==> src/rtl/id_exe_issue_reg_pkg.sv <==
// Shared definitions for the ID/EXE issue register: forwarding select
// encodings, ALU opcode width and the control-field struct of the slot.
package id_exe_issue_reg_pkg;

    localparam int ALUOP_W = 4;

    localparam logic [1:0] FWD_RF  = 2'b00;
    localparam logic [1:0] FWD_EXE = 2'b01;
    localparam logic [1:0] FWD_MEM = 2'b10;
    localparam logic [1:0] FWD_WB  = 2'b11;

    // Control fields of the ID/EXE slot. Address and datapath fields are
    // held beside it because their widths are module parameters.
    typedef struct packed {
        logic               valid;
        logic               mem_to_reg;
        logic               mem_write;
        logic [ALUOP_W-1:0] alu_op;
    } id_exe_t;

    localparam id_exe_t ID_EXE_BUBBLE = '{valid: 1'b0, mem_to_reg: 1'b0,
                                          mem_write: 1'b0, alu_op: '0};

endpackage

==> src/rtl/id_exe_issue_reg_fwd_mux.sv <==
// DW-wide 4:1 operand forwarding select (RF / EXE / MEM / WB).
module fwd_mux
    import id_exe_issue_reg_pkg::*;
#(
    parameter int DW = 32
) (
    input  logic [1:0]    i_sel,
    input  logic [DW-1:0] i_rf,
    input  logic [DW-1:0] i_exe,
    input  logic [DW-1:0] i_mem,
    input  logic [DW-1:0] i_wb,
    output logic [DW-1:0] o_data
);

    // Pure combinational select; no added latency on the operand path.
    always_comb begin
        o_data = i_rf;
        case (i_sel)
            FWD_RF:  o_data = i_rf;
            FWD_EXE: o_data = i_exe;
            FWD_MEM: o_data = i_mem;
            FWD_WB:  o_data = i_wb;
            default: o_data = i_rf;
        endcase
    end

endmodule

==> src/rtl/id_exe_issue_reg.sv <==
// ID/EXE issue register: applies forwarding selects, then loads, holds,
// or bubbles the ID/EXE slot. Update priority: rst, Flush, EXE_Hold,
// ID_EXE_Stall, load. A bubble always has RegWaddr/MemToReg/MemWrite at 0
// so it can neither raise a false hazard nor write memory.
// Optional feature macro: STALL_PERF_CNT_EN adds saturating stall_cnt and
// hold_cnt outputs.
module id_exe_issue_reg
    import id_exe_issue_reg_pkg::*;
#(
    parameter int DW = 32,
    parameter int AW = 5
) (
    input  logic               clk,
    input  logic               rst,
    input  logic               valid_ID,
    input  logic [1:0]         RegRdata1_src,
    input  logic [1:0]         RegRdata2_src,
    input  logic [DW-1:0]      RegRdata1_RF,
    input  logic [DW-1:0]      RegRdata2_RF,
    input  logic [DW-1:0]      ALUResult_EXE,
    input  logic [DW-1:0]      ALUResult_EXE_MEM,
    input  logic [DW-1:0]      RegWdata_WB,
    input  logic               ID_EXE_Stall,
    input  logic               EXE_Hold,
    input  logic               Flush,
    input  logic [AW-1:0]      RegWaddr_ID,
    input  logic               MemToReg_ID,
    input  logic               MemWrite_ID,
    input  logic [ALUOP_W-1:0] ALUop_ID,
    input  logic [DW-1:0]      Imm_ID,
    input  logic [DW-1:0]      PC_ID,
    output logic [DW-1:0]      RegRdata1_ID,
    output logic [DW-1:0]      RegRdata2_ID,
    output logic               valid_ID_EXE,
    output logic [DW-1:0]      RegRdata1_ID_EXE,
    output logic [DW-1:0]      RegRdata2_ID_EXE,
    output logic [AW-1:0]      RegWaddr_ID_EXE,
    output logic               MemToReg_ID_EXE,
    output logic               MemWrite_ID_EXE,
    output logic [ALUOP_W-1:0] ALUop_ID_EXE,
    output logic [DW-1:0]      Imm_ID_EXE,
    output logic [DW-1:0]      PC_ID_EXE,
    output logic               ID_Ready
`ifdef STALL_PERF_CNT_EN
    ,
    output logic [31:0]        stall_cnt,
    output logic [31:0]        hold_cnt
`endif
);

    logic [DW-1:0] w_fwd1;
    logic [DW-1:0] w_fwd2;
    id_exe_t       w_load_ctrl;
    logic [AW-1:0] w_load_waddr;

    id_exe_t       r_ctrl;
    logic [AW-1:0] r_waddr;
    logic [DW-1:0] r_rd1;
    logic [DW-1:0] r_rd2;
    logic [DW-1:0] r_imm;
    logic [DW-1:0] r_pc;

    fwd_mux #(.DW(DW)) u_fwd1 (
        .i_sel  (RegRdata1_src),
        .i_rf   (RegRdata1_RF),
        .i_exe  (ALUResult_EXE),
        .i_mem  (ALUResult_EXE_MEM),
        .i_wb   (RegWdata_WB),
        .o_data (w_fwd1)
    );

    fwd_mux #(.DW(DW)) u_fwd2 (
        .i_sel  (RegRdata2_src),
        .i_rf   (RegRdata2_RF),
        .i_exe  (ALUResult_EXE),
        .i_mem  (ALUResult_EXE_MEM),
        .i_wb   (RegWdata_WB),
        .o_data (w_fwd2)
    );

    // Slot contents for a normal load; an invalid ID instruction loads with
    // its hazard-visible and side-effecting fields forced to 0.
    always_comb begin
        w_load_ctrl.valid      = valid_ID;
        w_load_ctrl.mem_to_reg = valid_ID & MemToReg_ID;
        w_load_ctrl.mem_write  = valid_ID & MemWrite_ID;
        w_load_ctrl.alu_op     = ALUop_ID;
        w_load_waddr           = valid_ID ? RegWaddr_ID : '0;
    end

    // ID/EXE slot update with rst > Flush > EXE_Hold > ID_EXE_Stall > load.
    always_ff @(posedge clk) begin
        if (rst || Flush || (!EXE_Hold && ID_EXE_Stall)) begin
            r_ctrl  <= ID_EXE_BUBBLE;
            r_waddr <= '0;
            r_rd1   <= '0;
            r_rd2   <= '0;
            r_imm   <= '0;
            r_pc    <= '0;
        end else if (!EXE_Hold) begin
            r_ctrl  <= w_load_ctrl;
            r_waddr <= w_load_waddr;
            r_rd1   <= w_fwd1;
            r_rd2   <= w_fwd2;
            r_imm   <= Imm_ID;
            r_pc    <= PC_ID;
        end
    end

`ifdef STALL_PERF_CNT_EN
    logic [31:0] r_stall_cnt;
    logic [31:0] r_hold_cnt;
    logic        w_stall_bubble;

    // A stall bubble is one the stall itself inserts (not masked by hold or flush).
    assign w_stall_bubble = ID_EXE_Stall && !EXE_Hold && !Flush;

    // Saturating event counters, cleared by reset.
    always_ff @(posedge clk) begin
        if (rst) begin
            r_stall_cnt <= '0;
            r_hold_cnt  <= '0;
        end else begin
            if (w_stall_bubble && (r_stall_cnt != 32'hFFFF_FFFF))
                r_stall_cnt <= r_stall_cnt + 32'd1;
            if (EXE_Hold && (r_hold_cnt != 32'hFFFF_FFFF))
                r_hold_cnt <= r_hold_cnt + 32'd1;
        end
    end

    assign stall_cnt = r_stall_cnt;
    assign hold_cnt  = r_hold_cnt;
`endif

    assign RegRdata1_ID     = w_fwd1;
    assign RegRdata2_ID     = w_fwd2;
    assign valid_ID_EXE     = r_ctrl.valid;
    assign MemToReg_ID_EXE  = r_ctrl.mem_to_reg;
    assign MemWrite_ID_EXE  = r_ctrl.mem_write;
    assign ALUop_ID_EXE     = r_ctrl.alu_op;
    assign RegWaddr_ID_EXE  = r_waddr;
    assign RegRdata1_ID_EXE = r_rd1;
    assign RegRdata2_ID_EXE = r_rd2;
    assign Imm_ID_EXE       = r_imm;
    assign PC_ID_EXE        = r_pc;
    assign ID_Ready         = ~(ID_EXE_Stall | EXE_Hold);

endmodule

==> config.mk <==
export PLATFORM = sky130hd
export DESIGN_NAME = id_exe_issue_reg
export DESIGN_NICKNAME = d
export VERILOG_FILES = /design/src/rtl/id_exe_issue_reg_pkg.sv /design/src/rtl/id_exe_issue_reg_fwd_mux.sv /design/src/rtl/id_exe_issue_reg.sv
export SDC_FILE = /design/constraint.sdc
export NUM_CORES = 1
export LEC_CHECK = 0
export ABC_AREA = 1
export BUFFER_PORTS_ARGS = -buffer_cell sky130_fd_sc_hd__buf_4
export CAP_MARGIN = 10
export CORE_AREA = 2 2 177 179
export DETAILED_ROUTE_END_ITERATION = 8
export DIE_AREA = 0 0 179 181
export PLACE_DENSITY = 0.64
export SYNTH_ARGS = -nofsm -noshare
export SYNTH_HDL_FRONTEND = slang
export SYNTH_SLANG_ARGS = --single-unit
==> constraint.sdc <==
create_clock -name clk -period 1.26 [get_ports clk]
set_clock_uncertainty 0.2 [all_clocks]
set_input_delay 0.189 -clock clk [delete_from_list [all_inputs] [get_ports clk]]
set_output_delay 0.189 -clock clk [all_outputs]
set_load 0.02 [all_outputs]
* Yosys cells after proc, flatten, opt, wreduce, memory -nomap -nowiden
Cells that the tools add are included.
** Word-level totals
- Bits in registers :: 140
- Output and inout port bits :: 205
- Input bits :: 245
- Logic and storage cells :: 28
** Operators by class
- Muxes and demuxes :: 3
- Equal/unequal tests :: 6
- Bitwise operators :: 4
- Reductions and logical operators :: 6
** Operators with widths (number)
- 32-bit case mux with 4 select lines :: 2
- 2-bit == test, second input constant :: 4
- 5-bit two-way mux :: 1
- 2-bit by 1-bit == test with 1-bit output, second input constant :: 2
- 2-bit logical NOT :: 2
- 1-bit AND :: 2
- 1-bit logical OR :: 2
- 1-bit logical AND :: 1
- 1-bit logical NOT :: 1
- 1-bit inverter :: 1
- 1-bit OR :: 1

* Depth between registers and ports, before layout
- Depth in word-level cells :: 3
- Gate-level depth with buffers :: 9
- Depth with buffers taken out :: 7

* Cells and area by module
Synthesis repeated with hierarchy kept, for this count alone.
** Unflattened totals
- Cells, all modules :: 984
- Area total of the unflattened synthesis :: 7039.3 um2
** Modules (own cells, without submodules)
- id_exe_issue_reg :: sequential area each 2802.7 um2, cells an instance 612, area an instance 4882.2 um2, times used 1
- fwd_mux :: sequential area each 0.0 um2, cells an instance 186, area an instance 1078.5 um2, times used 2

* Worst setup path after synthesis
Ideal clock, no wire load.
- Path kind :: input -> output
- Start :: in RegRdata1_src[0]
- End :: out RegRdata1_ID[10]
- Stages on the path :: 6
- Path slack :: -0.116 ns
- Data required time :: 0.871 ns
- Data arrival time :: 0.987 ns
- Path buffers :: 2
- Cells stage by stage :: buf_2 > clkbuf_1 > nand3_1 > nand2_1 > nor2_1 > nand2_1
** Between the ends
- Cells in the longest elaborated chain, start to end :: 2
- Elaborated cells between the ends (all ways) :: 5
- Classes of those cells :: eq/ne: 3; mux: 1; reduce/logical: 1
** RTL lines
- from (decl) :: RTL line id_exe_issue_reg.sv:16 : input logic [1:0] RegRdata1_src,
- 2-bit == test (tied with other cells) :: RTL line id_exe_issue_reg_fwd_mux.sv:18 : case (i_sel)
- 32-bit case mux with 4 select lines (*) :: RTL line id_exe_issue_reg_fwd_mux.sv:18
- to (decl) :: RTL line id_exe_issue_reg.sv:32 : output logic [DW-1:0] RegRdata1_ID,
Mark *: on every way between the ends. The rest lies on a longest branch, timed or not.

* Worst setup path after layout
- Start :: in RegRdata1_src[0]
- End :: out RegRdata1_ID[16]
The elaborated chain is that of the path after synthesis.

==> reports/qor.csv <==
stage,metric,value,unit
critical_path,crit_required,0.87,ns
drt,first_pass_iters,5,
timing,whs,-0.134,ns
global_route,grt_pass1_vias,10700,
synth,syn_nets,1502,
global_route,antenna_found_initial,7,
timing,hold_viol,40,
power_and_ir_drop,p_total,14.8,mW
global_route,grt_overflow,0,
floorplanning,num_io_pins,450,
clock_tree,path_clk_slew,0.07,ns
clock_tree,worstSkewPairLatency,0.44,ns
timing,clock.fmax,0.632,GHz
run,maxCapViolations,0,
finish,area_growth,117,%
floorplanning,coreArea,30300,um2
drt,drt_iter0_drc,482,
power_and_ir_drop,ir_drop,0.832,mV
floorplanning,die_h,181,um
critical_path,r2r_slack,0.19,ns
drt,num_vias,10800,
synth,avgSynthCellArea,5.97,um2
timing,period_minus_slack,1.58,ns
power_and_ir_drop,leakagePower,8.44,nW
synth,yosysWarnings,0,
floorplanning,rows,64,
global_route,grt_usage,24.9,%
hold_path,hold_path_class,primary input to flop,
timing,relSlewSlack,79.8,%
placed_design,place.gp.congestion,0.898,
critical_path,cp_slowest_cell,buf_16,
finish,fin_area,16300,um2
placed_design,port_buffers,449,
clock_tree,clockBufferDepth,2,
clock_tree,ctsHoldBuffers,78,
drt,wire_per_inst,18.5,um
critical_path,criticalPathCategory,primary input to output port,
floorplanning,die_w,179,um
power_and_ir_drop,pwr_density_cell,910,nW/um2
timing,rsz0062_at_grt,true,
drt,drtAntennaViolNets,0,
timing,slew_viol_final,0,
critical_path,worstPathArrival,1.19,ns
clock_tree,cts_root_buf,clkbuf_16,
synth,syn_area,7510,um2
run_status,violations,"negative hold slack, negative setup slack",
finish,fillCellCount,2702,
synth,synth_top_area_share,37.3,%
synth,yosysUniqueCellTypes,15,
drt,drcViolationCount,0,
synth,synth_cells,1257,
synth,synth_top_cell_by_area,dfxtp_1,
synth,synth_area_leaders,"dfxtp_1 37%, nand2_1 21%, nand3_1 12%, nor2_1 10%, a21oi_1 5.9%",
critical_path,cp_top_family,buffers and inverters,
timing,fin_ws,-0.323,ns
clock_tree,cts_buffers,17,
placed_design,hpwl,29.8,mm
critical_path,critPathBufInv,5,
critical_path,crit_chain,buf_12 -> buf_8 -> nor2_4 -> buf_6 -> buf_16 -> nand2_4 -> nand2_2 -> buf_6,
floorplanning,initial_core_util,24.7,%
clock_tree,cts_htree_levels,4,
drt,via_per_inst,4.64,
finish,layout-drive-gt1-share,53.7,%
placed_design,placed_cell_area,12200,um2
drt,wl,42.9,mm
finish,fin_nets,2150,
global_route,grt_pass1_wl,60.3,mm
critical_path,critPathMaxFanout,8,
critical_path,worst_setup_path_end_kind,output port,
synth,yosysSeqAreaShare,37.3,%
timing,period_share,126,%
timing,setup_viol,205,
floorplanning,dieArea,32400,um2
critical_path,crit_path_start_kind,primary input,
clock_tree,cts_tree,yes,
placed_design,dp_slack,-0.367,ns
synth,ys_ff_latch,140,
critical_path,cpPeakStageDelay,0.18,ns
clock_tree,cts.sinks,140,
critical_path,cpMostUsedCell,buf_6,
timing,tightest_slew,0.301,ns
global_route,grt_max_degree,58,
run_status,status,"finished, violations left",
==> worst paths after layout <==
path,start,endpoint,cells after the start
max,RegRdata1_src[0],RegRdata1_ID[16],8
min,RegRdata1_RF[9],RegRdata1_ID_EXE[9],5
max reg2reg,Imm_ID_EXE[27],Imm_ID_EXE[27],4
min reg2reg,RegWaddr_ID_EXE[0],RegWaddr_ID_EXE[0],2
==> synth_stat cells, drive strengths merged <==
cell      n
nand2   423
a21oi    89
buf      63
dfxtp   140
nor2    210
clkbuf   20
o211ai   13
inv     120
nand3   179
==> flip-flops by register name (all words and copies together) (netlist names) <==
| signal | count |
|---|---|
| valid_ID_EXE | 1 |
| Imm_ID_EXE | 32 |
| RegRdata1_ID_EXE | 32 |
| MemWrite_ID_EXE | 1 |
| RegWaddr_ID_EXE | 5 |
| PC_ID_EXE | 32 |
| MemToReg_ID_EXE | 1 |
| RegRdata2_ID_EXE | 32 |
| ALUop_ID_EXE | 4 |
==> what timing repair did <==
item / 4_1_cts / 5_1_grt
pin swaps: 29 / 57
endpoints found under the setup margin: 204 / 209
resized for setup: 481 / 131
endpoints found under the hold margin: 132 / 34
setup buffers: 53 / 34
cloned: 5 / 3
==> worst min-delay path: cells and delay by family <==
| family | cells | cell delay [ns] |
|---|---|---|
| AND/OR/NAND/NOR | 3 | 0.16 |
| buffers and inverters | 2 | 0.13 |
==> area by class of cell <==
type	count	area [um2]	share of cell area [%]
Antenna cell	6	15.0	0.0922
Inverter	120	475	2.92
Sequential cell	140	2980	18.3
Tap cell	396	495	3.04
Timing Repair Buffer	712	6830	41.9
Multi-Input combinational cell	914	4880	30.0
Clock inverter	12	160	0.983
Clock buffer	20	447	2.74
==> stage by stage <==
step                utilization (%)  std cells  hold WS, ns  setup TNS, ns
finish                         53.7       2320       -0.134         -20.14
global route                   53.6       2317       -0.129         -27.53
detailed placement             40.3       2127        0.249         -35.35
global placement               40.3       2127        0.241         -32.72
CTS                            51.4       2293       -0.166         -24.01
floorplan                         -       1257        0.133              0
==> layout by cell type, fill, tap and decap left out, types with 6 or more instances in the layout <==
cell type,synthesis,layout
nor2_1,207,169
clkbuf_16,0,20
a21oi_1,89,86
nand3_4,0,6
inv_1,115,105
nand2_1,419,286
inv_2,4,12
o211ai_1,13,13
nand2_4,0,63
buf_4,10,377
nand3_2,0,24
nor2_2,3,29
dfxtp_2,0,139
dlygate4sd3_1,0,77
nand2_2,4,71
nor2_4,0,12
diode_2,0,6
buf_6,1,221
nand3_1,179,149
buf_12,0,29
==> layer usage <==
metal,track usage [%],vias up,routed length (um)
li1,-,5217,-
met1,24.1,5006,15100
met2,47.2,460,22600
met3,6.54,83,3180
met4,13.2,2,1950
met5,0,-,13
==> power breakdown <==
part	switching [mW]	internal [mW]
Sequential	0.105	4.59
Combinational	2.40	2.36
Clock	2.16	3.19
Total	4.67	10.1
==> logic make-up after synthesis <==
family	share of synthesized area, %
compound gates	7.23
buf+inv	11.6
flops	37.3
simple gates	43.8
(Power assumes the default switching activity.)
